File: config.mk
export PLATFORM = sky130hd
export DESIGN_NAME = tlc_light_monitor
export DESIGN_NICKNAME = d
export VERILOG_FILES = /design/src/rtl/tlc_pkg.sv /design/src/rtl/tlc_phase_timer.sv /design/src/rtl/tlc_light_monitor.sv
export SDC_FILE = /design/constraint.sdc
export NUM_CORES = 1
export LEC_CHECK = 0
export BUFFER_PORTS_ARGS = -buffer_cell sky130_fd_sc_hd__buf_2
export CAP_MARGIN = 20
export CORE_UTILIZATION = 45
export DETAILED_ROUTE_END_ITERATION = 10
export GPL_ROUTABILITY_DRIVEN = 0
export PLACE_DENSITY = 0.68
export SLEW_MARGIN = 25
export SYNTH_ARGS = -nofsm -noshare
export SYNTH_HDL_FRONTEND = slang
export SYNTH_SLANG_ARGS = --single-unit
File: constraint.sdc
create_clock -name clk -period 5.15 [get_ports clk]
set_clock_uncertainty 0.2 [all_clocks]
set_input_delay 1.03 -clock clk [delete_from_list [all_inputs] [get_ports clk]]
set_output_delay 1.03 -clock clk [all_outputs]
set_load 0.03 [all_outputs]
File: src/rtl/tlc_pkg.sv
// Shared encodings for the traffic-light monitor: tracked phase, error code, counter width.
package tlc_pkg;

   localparam int CNT_W = 8;

   localparam logic [1:0] PH_IDLE   = 2'd0;
   localparam logic [1:0] PH_RED    = 2'd1;
   localparam logic [1:0] PH_GREEN  = 2'd2;
   localparam logic [1:0] PH_YELLOW = 2'd3;

   localparam logic [1:0] EC_NONE   = 2'd0;
   localparam logic [1:0] EC_ONEHOT = 2'd1;
   localparam logic [1:0] EC_SEQ    = 2'd2;
   localparam logic [1:0] EC_TIMING = 2'd3;

endpackage

File: src/rtl/tlc_phase_timer.sv
// Saturating phase-length counter plus the expected-duration compare.
// The compare exists only when TLC_MON_TIMING_CHECK_EN is defined.
module tlc_phase_timer
   import tlc_pkg::*;
(
   input  logic             clk,
   input  logic             rst,
   input  logic             i_clear,
   input  logic             i_load,
   input  logic             i_inc,
   input  logic [CNT_W-1:0] i_exp,
   output logic [CNT_W-1:0] o_cnt,
   output logic             o_at_exp
);

   logic [CNT_W-1:0] r_cnt;

   always_ff @(posedge clk or posedge rst) begin
      if (rst)
         r_cnt <= '0;
      else if (i_clear)
         r_cnt <= '0;
      else if (i_load)
         r_cnt <= CNT_W'(1);
      else if (i_inc && (r_cnt != {CNT_W{1'b1}}))
         r_cnt <= r_cnt + CNT_W'(1);
   end

   assign o_cnt = r_cnt;

`ifdef TLC_MON_TIMING_CHECK_EN
   assign o_at_exp = (r_cnt == i_exp);
`else
   logic w_unused_exp;
   assign w_unused_exp = ^i_exp;
   assign o_at_exp     = 1'b0;
`endif

endmodule

File: src/rtl/tlc_light_monitor.sv
// Traffic-light controller monitor: phase FSM, error capture and legal-cycle counter.
// Duration checks are built only when TLC_MON_TIMING_CHECK_EN is defined.
module tlc_light_monitor
   import tlc_pkg::*;
#(
   parameter int RED_CYC = 5,
   parameter int GRN_CYC = 4,
   parameter int YEL_CYC = 2
) (
   input  logic        clk,
   input  logic        rst,
   input  logic        red,
   input  logic        yellow,
   input  logic        green,
   output logic [1:0]  phase,
   output logic        err,
   output logic        err_pulse,
   output logic [1:0]  err_code,
   output logic [15:0] cycles
);

   logic [1:0]       r_phase;
   logic             r_partial;
   logic             r_clean;
   logic             r_over_done;
   logic             r_hist_r;
   logic             r_hist_g;
   logic             r_err;
   logic             r_err_pulse;
   logic [1:0]       r_err_code;
   logic [15:0]      r_cycles;

   logic             w_onehot;
   logic [1:0]       w_light;
   logic             w_same;
   logic             w_legal;
   logic [CNT_W-1:0] w_exp;
   logic [CNT_W-1:0] w_cnt;
   logic             w_at_exp;
   logic             w_over_raw;
   logic             w_exit_raw;
   logic             w_t_over;
   logic             w_t_exit;
   logic             w_e_seq;
   logic             w_err_any;
   logic [1:0]       w_code;

   assign w_onehot = $onehot({red, yellow, green});

   always_comb begin
      w_light = PH_YELLOW;
      if (red)        w_light = PH_RED;
      else if (green) w_light = PH_GREEN;
   end

   always_comb begin
      w_exp = CNT_W'(YEL_CYC);
      case (r_phase)
         PH_RED:   w_exp = CNT_W'(RED_CYC);
         PH_GREEN: w_exp = CNT_W'(GRN_CYC);
         default:  w_exp = CNT_W'(YEL_CYC);
      endcase
   end

   assign w_same  = w_onehot && (r_phase == w_light);
   assign w_legal = w_onehot && (((r_phase == PH_RED)    && (w_light == PH_GREEN))  ||
                                 ((r_phase == PH_GREEN)  && (w_light == PH_YELLOW)) ||
                                 ((r_phase == PH_YELLOW) && (w_light == PH_RED)));
   assign w_e_seq = w_onehot && (r_phase != PH_IDLE) && !w_same && !w_legal;

`ifdef TLC_MON_TIMING_CHECK_EN
   // Overstay fires when the count already equals the duration and the light is still on.
   assign w_over_raw = w_same && w_at_exp;
   assign w_exit_raw = w_legal && !w_at_exp;
`else
   logic w_unused_at;
   assign w_unused_at = w_at_exp;
   assign w_over_raw  = 1'b0;
   assign w_exit_raw  = 1'b0;
`endif

   assign w_t_over  = w_over_raw && !r_over_done;
   assign w_t_exit  = w_exit_raw && !r_partial;
   assign w_err_any = !w_onehot || w_e_seq || w_t_over || w_t_exit;

   always_comb begin
      w_code = EC_TIMING;
      if (!w_onehot)    w_code = EC_ONEHOT;
      else if (w_e_seq) w_code = EC_SEQ;
   end

   tlc_phase_timer u_timer (
      .clk      (clk),
      .rst      (rst),
      .i_clear  (!w_onehot),
      .i_load   (w_onehot && !w_same),
      .i_inc    (w_same),
      .i_exp    (w_exp),
      .o_cnt    (w_cnt),
      .o_at_exp (w_at_exp)
   );

   // r_clean marks an occurrence that may count toward a completed cycle; a red entered
   // from IDLE still qualifies so the first full cycle after start-up is credited.
   always_ff @(posedge clk or posedge rst) begin
      if (rst) begin
         r_phase     <= PH_IDLE;
         r_partial   <= 1'b0;
         r_clean     <= 1'b0;
         r_over_done <= 1'b0;
         r_hist_r    <= 1'b0;
         r_hist_g    <= 1'b0;
         r_cycles    <= '0;
      end else if (!w_onehot) begin
         r_phase     <= PH_IDLE;
         r_partial   <= 1'b0;
         r_clean     <= 1'b0;
         r_over_done <= 1'b0;
         r_hist_r    <= 1'b0;
         r_hist_g    <= 1'b0;
      end else if (r_phase == PH_IDLE) begin
         r_phase     <= w_light;
         r_partial   <= 1'b1;
         r_clean     <= (w_light == PH_RED);
         r_over_done <= 1'b0;
      end else if (w_same) begin
         if (w_t_over) begin
            r_clean     <= 1'b0;
            r_over_done <= 1'b1;
         end
      end else begin
         r_phase     <= w_light;
         r_partial   <= 1'b0;
         r_clean     <= w_legal;
         r_over_done <= 1'b0;
         if (!w_legal) begin
            r_hist_r <= 1'b0;
            r_hist_g <= 1'b0;
         end else if (r_phase == PH_RED) begin
            r_hist_r <= r_clean && !w_t_exit;
         end else if (r_phase == PH_GREEN) begin
            r_hist_g <= r_clean && !w_t_exit;
         end else if (r_clean && !w_t_exit && r_hist_r && r_hist_g) begin
            r_cycles <= r_cycles + 16'd1;
         end
      end
   end

   always_ff @(posedge clk or posedge rst) begin
      if (rst) begin
         r_err       <= 1'b0;
         r_err_pulse <= 1'b0;
         r_err_code  <= EC_NONE;
      end else begin
         r_err_pulse <= w_err_any;
         if (w_err_any) begin
            r_err <= 1'b1;
            if (!r_err)
               r_err_code <= w_code;
         end
      end
   end

   assign phase     = r_phase;
   assign err       = r_err;
   assign err_pulse = r_err_pulse;
   assign err_code  = r_err_code;
   assign cycles    = r_cycles;

endmodule

==> flow_summary.json, run 1 <==
{
  "cp_cell_sequence": "buf_2 > inv_1 > ha_1 > nand3b_1 > a311oi_2 > and3_4 > mux2_1",
  "endpoint_kind": "flip-flop",
  "finalWorstSetupSlack_ps": 2320,
  "synth_edf_count": 0,
  "setup_viol": 0,
  "syn_inst": 124,
  "synth-xor-area-share": 0.106,
  "overflow": 0,
  "worst_pin_slew_ps": 875,
  "clockBufferDepth": 2,
  "antenna_found_initial": 0,
  "placed_cell_area_mm2": 0.00146,
  "place_inst": 177,
  "final_util": 0.539,
  "num_rows": 19,
  "p_sw_mw": 0.0903,
  "post-place-ws_ps": 1980,
  "ys_ff_latch": 25,
  "synth.most_common_cell": "dfrtp_1",
  "finalHoldViolCount": 0,
  "critPathLaunchType": "input pin",
  "clk_root_buffer_cell": "clkbuf_4",
  "grt_max_degree": 26,
  "diodes": 0,
  "swShare": 0.271,
  "grt_pass1_vias": 962,
  "stdcell_count": 181,
  "areaGrowthSynthToFinish_pct": 12.8,
  "cp.required_ps": 5160,
  "ys_warn_count": 0,
  "p_leak_nw": 0.728,
  "outcome": "finished clean",
  "slew_headroom": 0.413,
  "finalWirelength_um": 2390,
  "synthArstFlopShare": 1.00,
  "cts_sinks": 25,
  "synth.net_count": 134,
  "yosysSeqAreaShare": 0.474,
  "synth_top_area_frac": 0.474,
  "cts_setup_buffers": 0,
  "clk_latency_ps": 310,
  "drive_gt1_frac": 0.213,
  "synth_mux_area_frac": 0.00854,
  "synth_simple_gate_area_frac": 0.221,
  "gr-usage-all-layers": 0.166,
  "sequentialPowerShare": 0.619,
  "synth_top_family_by_area": "simple AND/OR/NAND/NOR gates",
  "finalPower_mw": 0.334,
  "route.detailed.drc": 0,
  "vias_per_cell": 5.67,
  "dieArea_mm2": 0.00315,
  "core-area_mm2": 0.00276,
  "yosys-top-cells-area": "dfrtp_1, xnor2_1, nand4_1, ha_1, and3_1",
  "cts_resized": 0,
  "synthesis.area_mm2": 0.00132,
  "drt_iter0_markers": 27,
  "cts_buffers": 3,
  "p_int_mw": 0.243,
  "dr_total_vias": 1026,
  "synth_top_cell_by_area": "dfrtp_1",
  "comb_power_share": 0.125,
  "max_stage_delay_ps": 340,
  "die_w_um": 56.1,
  "synth_compound_gate_area_share": 0.102,
  "boundaryPins": 27,
  "clkSlewWorstSetupHoldPaths_ps": 130,
  "nNetsFinal": 161,
  "cp_top_family": "simple AND/OR/NAND/NOR gates",
  "synth_flop_cell": "dfrtp_1",
  "cts_tree": "built",
  "worstPathArrival_ps": 2840,
  "maxCapViolCount": 0,
  "hp-class": "flip-flop to flip-flop",
  "postCtsHoldBufs": 0,
  "timing.hold.ws_ps": 292,
  "vdd_drop_max_mv": 0.170,
  "rsz0062_at_grt": "false",
  "port_buffers": 26,
  "path_buf_inv": 2,
  "dr.pass1.iters": 4,
  "start_util": 0.478,
  "grt_pass1_wl_um": 4130,
  "ant_nets": 0,
  "synth_fa_ha_area_frac": 0.0531,
  "cts-htree-levels": 1,
  "clock.fmax_mhz": 353,
  "finalInstanceArea_mm2": 0.00149,
  "hpwl_um": 1800,
  "post-route-period-util": 0.549,
  "p_clk_frac": 0.256,
  "wl_per_cell_um": 13.2,
  "min_period_ps": 2830,
  "synth_commonest_cells": "dfrtp_1, xnor2_1, nand4_1",
  "setup_tns_ps": 0,
  "power.density_mw_per_mm2": 224,
  "avgSynthCellArea_um2": 10.6,
  "report.final.slew_viol_count": 0,
  "worstSetupPathType": "input pin to flip-flop",
  "die_h_um": 56.1,
  "critPathSlowestCell": "mux2_1",
  "crit_fanout": 13,
  "yosysUniqueCellTypes": 37
}
-- power groups by stage --
stage | clock network [mW] | registers, mW | logic, mW
after floorplan | 0 | 0.213 | 0.0278
after global placement | 0 | 0.210 | 0.0409
after detailed placement | 0 | 0.210 | 0.0418
after CTS | 0.0892 | 0.206 | 0.0419
after global routing | 0.0987 | 0.208 | 0.0466
final | 0.0853 | 0.206 | 0.0419
-- routing by layer --
metal	global-route usage	vias to the layer above	part of all wire	wire (µm)
li1	-	496	-	-
met1	0.200	498	0.45	1080
met2	0.293	30	0.50	1190
met3	0.0302	2	0.047	112
met4	0.0627	0	0.0079	19
met5	0	-	0	0
-- layout make-up --
cell class	instances	area (µm²)
clock buffers	3	22.5
clock inverters	1	5.00
fillers	247	1270
inverters	5	18.8
multi-input cells	90	647
flip-flops and latches	25	626
well taps	31	38.8
repair buffers	26	130
-- sequential cells by signal, summed over array words and instances (netlist names) --
signal	cells
cycles	16
err	1
err_code	2
err_pulse	1
phase	2
r_clean	1
r_hist_g	1
r_hist_r	1
-- cell families after synthesis --
logic type | Yosys count
adders and majority gates | 5
AOI/OAI and AO/OA | 18
DFF | 25
xor gates and xnor gates | 16
buffers and inverters | 9
muxes | 1
and+or+nand+nor | 50
-- path summary, 6_finish.rpt --
path	endpoint	startpoint	slack, ps	depth (start not counted)
max	cycles[1]	red	2320	7
min	cycles[15]	cycles[15]	290	1
max reg2reg	cycles[1]	phase[0]	3080	4
min reg2reg	cycles[15]	cycles[15]	290	1
max in group asynchronous	cycles[7]	rst	3780	2
min in group asynchronous	cycles[6]	rst	570	2
-- placed cells by master (no fill, tap or decap), drive strengths merged, types with 2 or more instances in the layout --
master and count:
ha 4, o21bai 2, clkinv 2, nand4 11
dfrtp 25, nand3 2, buf 26, nor2 6
and2 2, o21ai 4, and4 3, a31oi 2
xnor2 14, nor2b 5, clkbuf 3, nand2 8
xor2 2, inv 4, and3 7, nand2b 3
No activity file was read; power rests on OpenSTA's default activity.
==> run 2: changes to the inputs <==
- clock period: 5.15 -> 2.9 ns (I/O delays scaled with it)
==> run 2 against run 1 <==
- sequential power grew 78%
- total power grew 78%
- flip-flop and latch count is the same
==> flow_summary.json, run 2 (synthesized netlist as in run 1, its figures left out) <==
{
  "clkSlewWorstSetupHoldPaths_ps": 140,
  "largest_reg_flops": 16,
  "cts_buffers": 3,
  "report.final.slew_viol_count": 0,
  "rsz0062_at_grt": "false",
  "drive_gt1_frac": 0.219,
  "min_period_ps": 2370,
  "grt_use_met3": 0.0302,
  "endpoint_kind": "flip-flop",
  "finalHoldViolCount": 0,
  "diodes": 0,
  "boundaryPins": 27,
  "clock.fmax_mhz": 423,
  "core-area_mm2": 0.00276,
  "hp-class": "input pin to asynchronous set/reset pin",
  "die_h_um": 56.1,
  "dr_total_vias": 1013,
  "grt_pass1_wl_um": 4240,
  "comb_power_share": 0.126,
  "clk_root_buffer_cell": "clkbuf_4",
  "layout_common_cells": "buf_2, dfrtp_1, xnor2_1",
  "wl_per_cell_um": 12.9,
  "finalPower_mw": 0.595,
  "maxCapViolCount": 0,
  "finalWirelength_um": 2340,
  "cts_sinks": 25,
  "cts_setup_buffers": 0,
  "outcome": "finished clean",
  "p_int_mw": 0.434,
  "slew_headroom": 0.415,
  "cts_tree": "built",
  "stdcell_count": 182,
  "p_sw_mw": 0.161,
  "cp.required_ps": 2900,
  "dieArea_mm2": 0.00315,
  "start_util": 0.478,
  "setup_viol": 0,
  "p_clk_frac": 0.257,
  "dr.pass1.iters": 4,
  "worstSetupPathType": "input pin to flip-flop",
  "die_w_um": 56.1,
  "clk_latency_ps": 320,
  "worst_pin_slew_ps": 873,
  "antenna_found_initial": 0,
  "final_common_cell": "buf_2",
  "num_rows": 19,
  "postCtsHoldBufs": 0,
  "grt_max_degree": 26,
  "setup_tns_ps": 0,
  "grt_use_met2": 0.294,
  "overflow": 0,
  "areaGrowthSynthToFinish_pct": 13.4,
  "post-route-period-util": 0.816,
  "nNetsFinal": 162,
  "port_buffers": 26,
  "top_usage_layer": "met2",
  "rrSetupSlack_ps": 840,
  "sequentialPowerShare": 0.616,
  "vdd_drop_max_mv": 0.302,
  "gr-usage-all-layers": 0.169,
  "ant_nets": 0,
  "crit_fanout": 13,
  "drt_iter0_markers": 37,
  "worstPathArrival_ps": 2370,
  "swShare": 0.271,
  "cts_resized": 0,
  "route.detailed.drc": 0,
  "place_inst": 178,
  "met1_usage": 0.214,
  "vias_per_cell": 5.57,
  "hpwl_um": 1790,
  "power.density_mw_per_mm2": 398,
  "critPathLaunchType": "input pin",
  "grt_pass1_vias": 956,
  "p_leak_nw": 0.734,
  "clockBufferDepth": 2,
  "cts-htree-levels": 1
}
-- run 2: critical path, stage by stage --
cell	delay (ps)
buf_2	160
fa_1	560
nand2b_1	130
a311oi_2	280
and3_4	330
mux2_1	330
-- run 2: routing by layer --
metal | vias up | part of all wire
met5 | - | 0
met4 | 0 | 0.014
met3 | 4 | 0.036
met2 | 23 | 0.47
met1 | 486 | 0.47
li1 | 500 | -
-- run 2: power by group through the flow --
stage	Clock [mW]	Combinational, mW	Sequential [mW]
after global routing	0.175	0.0856	0.369
after detailed placement	0	0.0760	0.373
after CTS	0.160	0.0761	0.367
after global placement	0	0.0747	0.373
after floorplan	0	0.0493	0.379
final	0.153	0.0751	0.367
-- run 2: cell type report --
cell class	instances	area, µm²
clock buffer	3	22.5
clock inverter	1	5.00
fill	251	1260
inverter	5	18.8
multi-input combinational	90	647
sequential	25	626
tap	31	38.8
timing repair buffer	27	138
-- run 2: through the flow --
step	area [µm²]	util	hold slack [ps]	setup WS [ps]
final	1500	0.542	107	535
after global routing	1500	0.542	159	412
after CTS	1500	0.542	281	539
after detailed placement	1470	0.532	262	187
after global placement	1470	0.532	256	259
after floorplan	1320	-	248	430
-- run 2: path summary, 6_finish.rpt --
kind / endpoint / depth (start not counted) / from
setup / recovery: cycles[1] / 6 / red
hold / removal: err_pulse / 2 / rst
setup reg to reg: cycles[1] / 4 / phase[0]
hold reg to reg: cycles[15] / 1 / cycles[15]
max in group asynchronous: cycles[14] / 2 / rst
min in group clk: cycles[15] / 1 / cycles[15]
==> run 3: changes to the inputs <==
- ABC_AREA: unset -> 1
- PLACE_DENSITY: 0.68 -> 0.66
- clock period: 2.9 -> 2.26 ns (I/O delays scaled with it)
==> run 3 against run 2 <==
- sequential power grew 28%
- die area increased by 20%
- utilization up 0.95 points
- routed wire length up 42%
- clock power is 35% higher
- non-clock buffer count rose by 6
- synthesized cell count increased by 80%
==> flow_summary.json, run 3 <==
{
  "outcome": "finished clean",
  "r2r_cells": 8,
  "swShare": 0.287,
  "post-route-period-util": 0.829,
  "nNetsFinal": 266,
  "setup_viol": 0,
  "cp.required_ps": 2290,
  "synth_fa_ha_area_frac": 0.0439,
  "largest_reg_flops": 16,
  "ys_warn_count": 0,
  "worstSetupPathType": "input pin to flip-flop",
  "synth.most_common_cell": "nand2_1",
  "synthArstFlopShare": 1.00,
  "path_buf_inv": 4,
  "yosysSeqAreaShare": 0.392,
  "die_h_um": 61.5,
  "dr.pass1.iters": 5,
  "core-area_mm2": 0.00336,
  "num_rows": 21,
  "synth_edf_count": 0,
  "grt_pass1_vias": 1300,
  "setup_tns_ps": 0,
  "report.final.slew_viol_count": 0,
  "p_int_mw": 0.563,
  "layout_common_cells": "nand2_1, buf_2, dfrtp_1",
  "drt_iter0_markers": 121,
  "critPathLaunchType": "input pin",
  "worst_pin_slew_ps": 423,
  "p_sw_mw": 0.227,
  "hpwl_um": 2390,
  "grt_pass1_wl_um": 5470,
  "p_clk_frac": 0.262,
  "start_util": 0.474,
  "finalPower_mw": 0.790,
  "clkSlewWorstSetupHoldPaths_ps": 140,
  "critPathSlowestCell": "fa_1",
  "avgSynthCellArea_um2": 7.15,
  "cp_top_family": "adder cells",
  "holdCritStartpoint": "red",
  "final_common_cell": "nand2_1",
  "clock.fmax_mhz": 534,
  "overflow": 0,
  "port_buffers": 26,
  "rr_endpoint": "cycles[12]",
  "finalHoldViolCount": 0,
  "synth-xor-area-share": 0.0439,
  "yosys-top-cells-area": "dfrtp_1, nand2_1, nand3_1, o21ai_0, inv_1",
  "synthesis.area_mm2": 0.00160,
  "synth.net_count": 233,
  "slew_headroom": 0.716,
  "vias_per_cell": 4.88,
  "ant_nets": 0,
  "p_leak_nw": 0.983,
  "diodes": 0,
  "dr_total_vias": 1468,
  "wl_per_cell_um": 11.0,
  "cts_sinks": 25,
  "comb_power_share": 0.146,
  "vdd_drop_max_mv": 0.275,
  "endpoint_kind": "flip-flop",
  "r2r-start": "cycles[0]",
  "yosysUniqueCellTypes": 27,
  "synth_flop_cell": "dfrtp_1",
  "cp_cell_sequence": "buf_2 > fa_1 > inv_1 > nor2_4 > buf_4 > nand3_4 > buf_12 > o21ai_0 > nand2_1",
  "synth_mux_area_frac": 0,
  "clk_latency_ps": 320,
  "synth_top_area_frac": 0.392,
  "finalWirelength_um": 3320,
  "route.detailed.drc": 0,
  "cts-htree-levels": 1,
  "grt_max_degree": 26,
  "rrSetupSlack_ps": 480,
  "gr-usage-all-layers": 0.195,
  "crit_fanout": 16,
  "synth_top_cell_by_area": "dfrtp_1",
  "synth_compound_gate_area_share": 0.0714,
  "worstSetupStartpoint": "red",
  "synth_simple_gate_area_frac": 0.371,
  "clockBufferDepth": 2,
  "min_period_ps": 1870,
  "synth_top_family_by_area": "simple AND/OR/NAND/NOR gates",
  "die_w_um": 61.5,
  "synth_commonest_cells": "nand2_1, dfrtp_1, inv_1, nor2_1",
  "hold-path-endpoint": "phase[1]",
  "rsz0062_at_grt": "false",
  "cts_buffers": 3,
  "power.density_mw_per_mm2": 426,
  "cts_setup_buffers": 0,
  "syn_inst": 223,
  "dieArea_mm2": 0.00379,
  "maxCapViolCount": 0,
  "antenna_found_initial": 0,
  "max_stage_delay_ps": 530,
  "boundaryPins": 27,
  "worstPathArrival_ps": 1900,
  "drive_gt1_frac": 0.169,
  "areaGrowthSynthToFinish_pct": 16.3,
  "sequentialPowerShare": 0.592,
  "whs_path_depth": 3,
  "clk_root_buffer_cell": "clkbuf_4",
  "hp-class": "input pin to flip-flop",
  "cts_tree": "built",
  "ys_ff_latch": 25
}
run 3: final cells by class:
type,count,area (µm²)
Inverter,24,90.1
Clock buffer,4,26.3
Sequential cell,25,626
Fill cell,355,1510
Timing Repair Buffer,33,210
Multi-Input combinational cell,169,846
Tap cell,46,57.6
run 3: power by group through the flow:
| stage | Clock [mW] | Sequential [mW] | Combinational, mW |
|---|---|---|---|
| after global routing | 0.230 | 0.470 | 0.129 |
| final | 0.207 | 0.468 | 0.115 |
| after global placement | 0 | 0.476 | 0.114 |
| after detailed placement | 0 | 0.476 | 0.116 |
| after CTS | 0.218 | 0.468 | 0.117 |
| after floorplan | 0 | 0.494 | 0.0635 |
run 3: kinds of logic (layout without fill, tap and decap cells):
group	after synthesis	after routing
compound gates	22	22
buf+inv	29	61
fa+ha+maj	5	5
flops	25	25
xor+xnor	8	8
simple gates	134	134
run 3: worst max-delay path by stage:
stage                 end  slack (ps)  depth (start not counted)
2_1_floorplan   cycles[5]         140                          9
3_5_place_dp   cycles[11]          20                          9
5_1_grt        cycles[13]         230                         10
4_1_cts        cycles[11]         380                          9
3_3_place_gp   cycles[11]          30                          9
6_report       cycles[11]         390                          9
run 3: worst min-delay path, cell delays in order:
cell and delay [ps]:
buf_2 100, buf_4 110, nor2_1 40
run 3: repair_timing:
action / CTS / global route
endpoints found under the setup margin: 0 / 0
hold endpoints to repair: 25 / 0
hold buffers: 1 / 0
resized for setup: 0 / 0
run 3: routing by layer:
| metal | global-route usage | vias to the layer above | share of wire |
|---|---|---|---|
| met5 | 0 | - | 0 |
| met4 | 0.0508 | 0 | 0.0063 |
| met3 | 0.0399 | 2 | 0.035 |
| met2 | 0.373 | 31 | 0.51 |
| met1 | 0.218 | 663 | 0.45 |
| li1 | - | 772 | - |
run 3: stage by stage:
step	utilization	cells	area, µm²	worst slack (ps)	hold WS (ps)
after global placement	0.541	296	1820	28.6	253
after CTS	0.552	301	1860	385	185
after detailed placement	0.541	296	1820	18.3	255
after global routing	0.552	301	1860	231	199
final	0.552	301	1860	387	195
after floorplan	-	223	1600	141	234
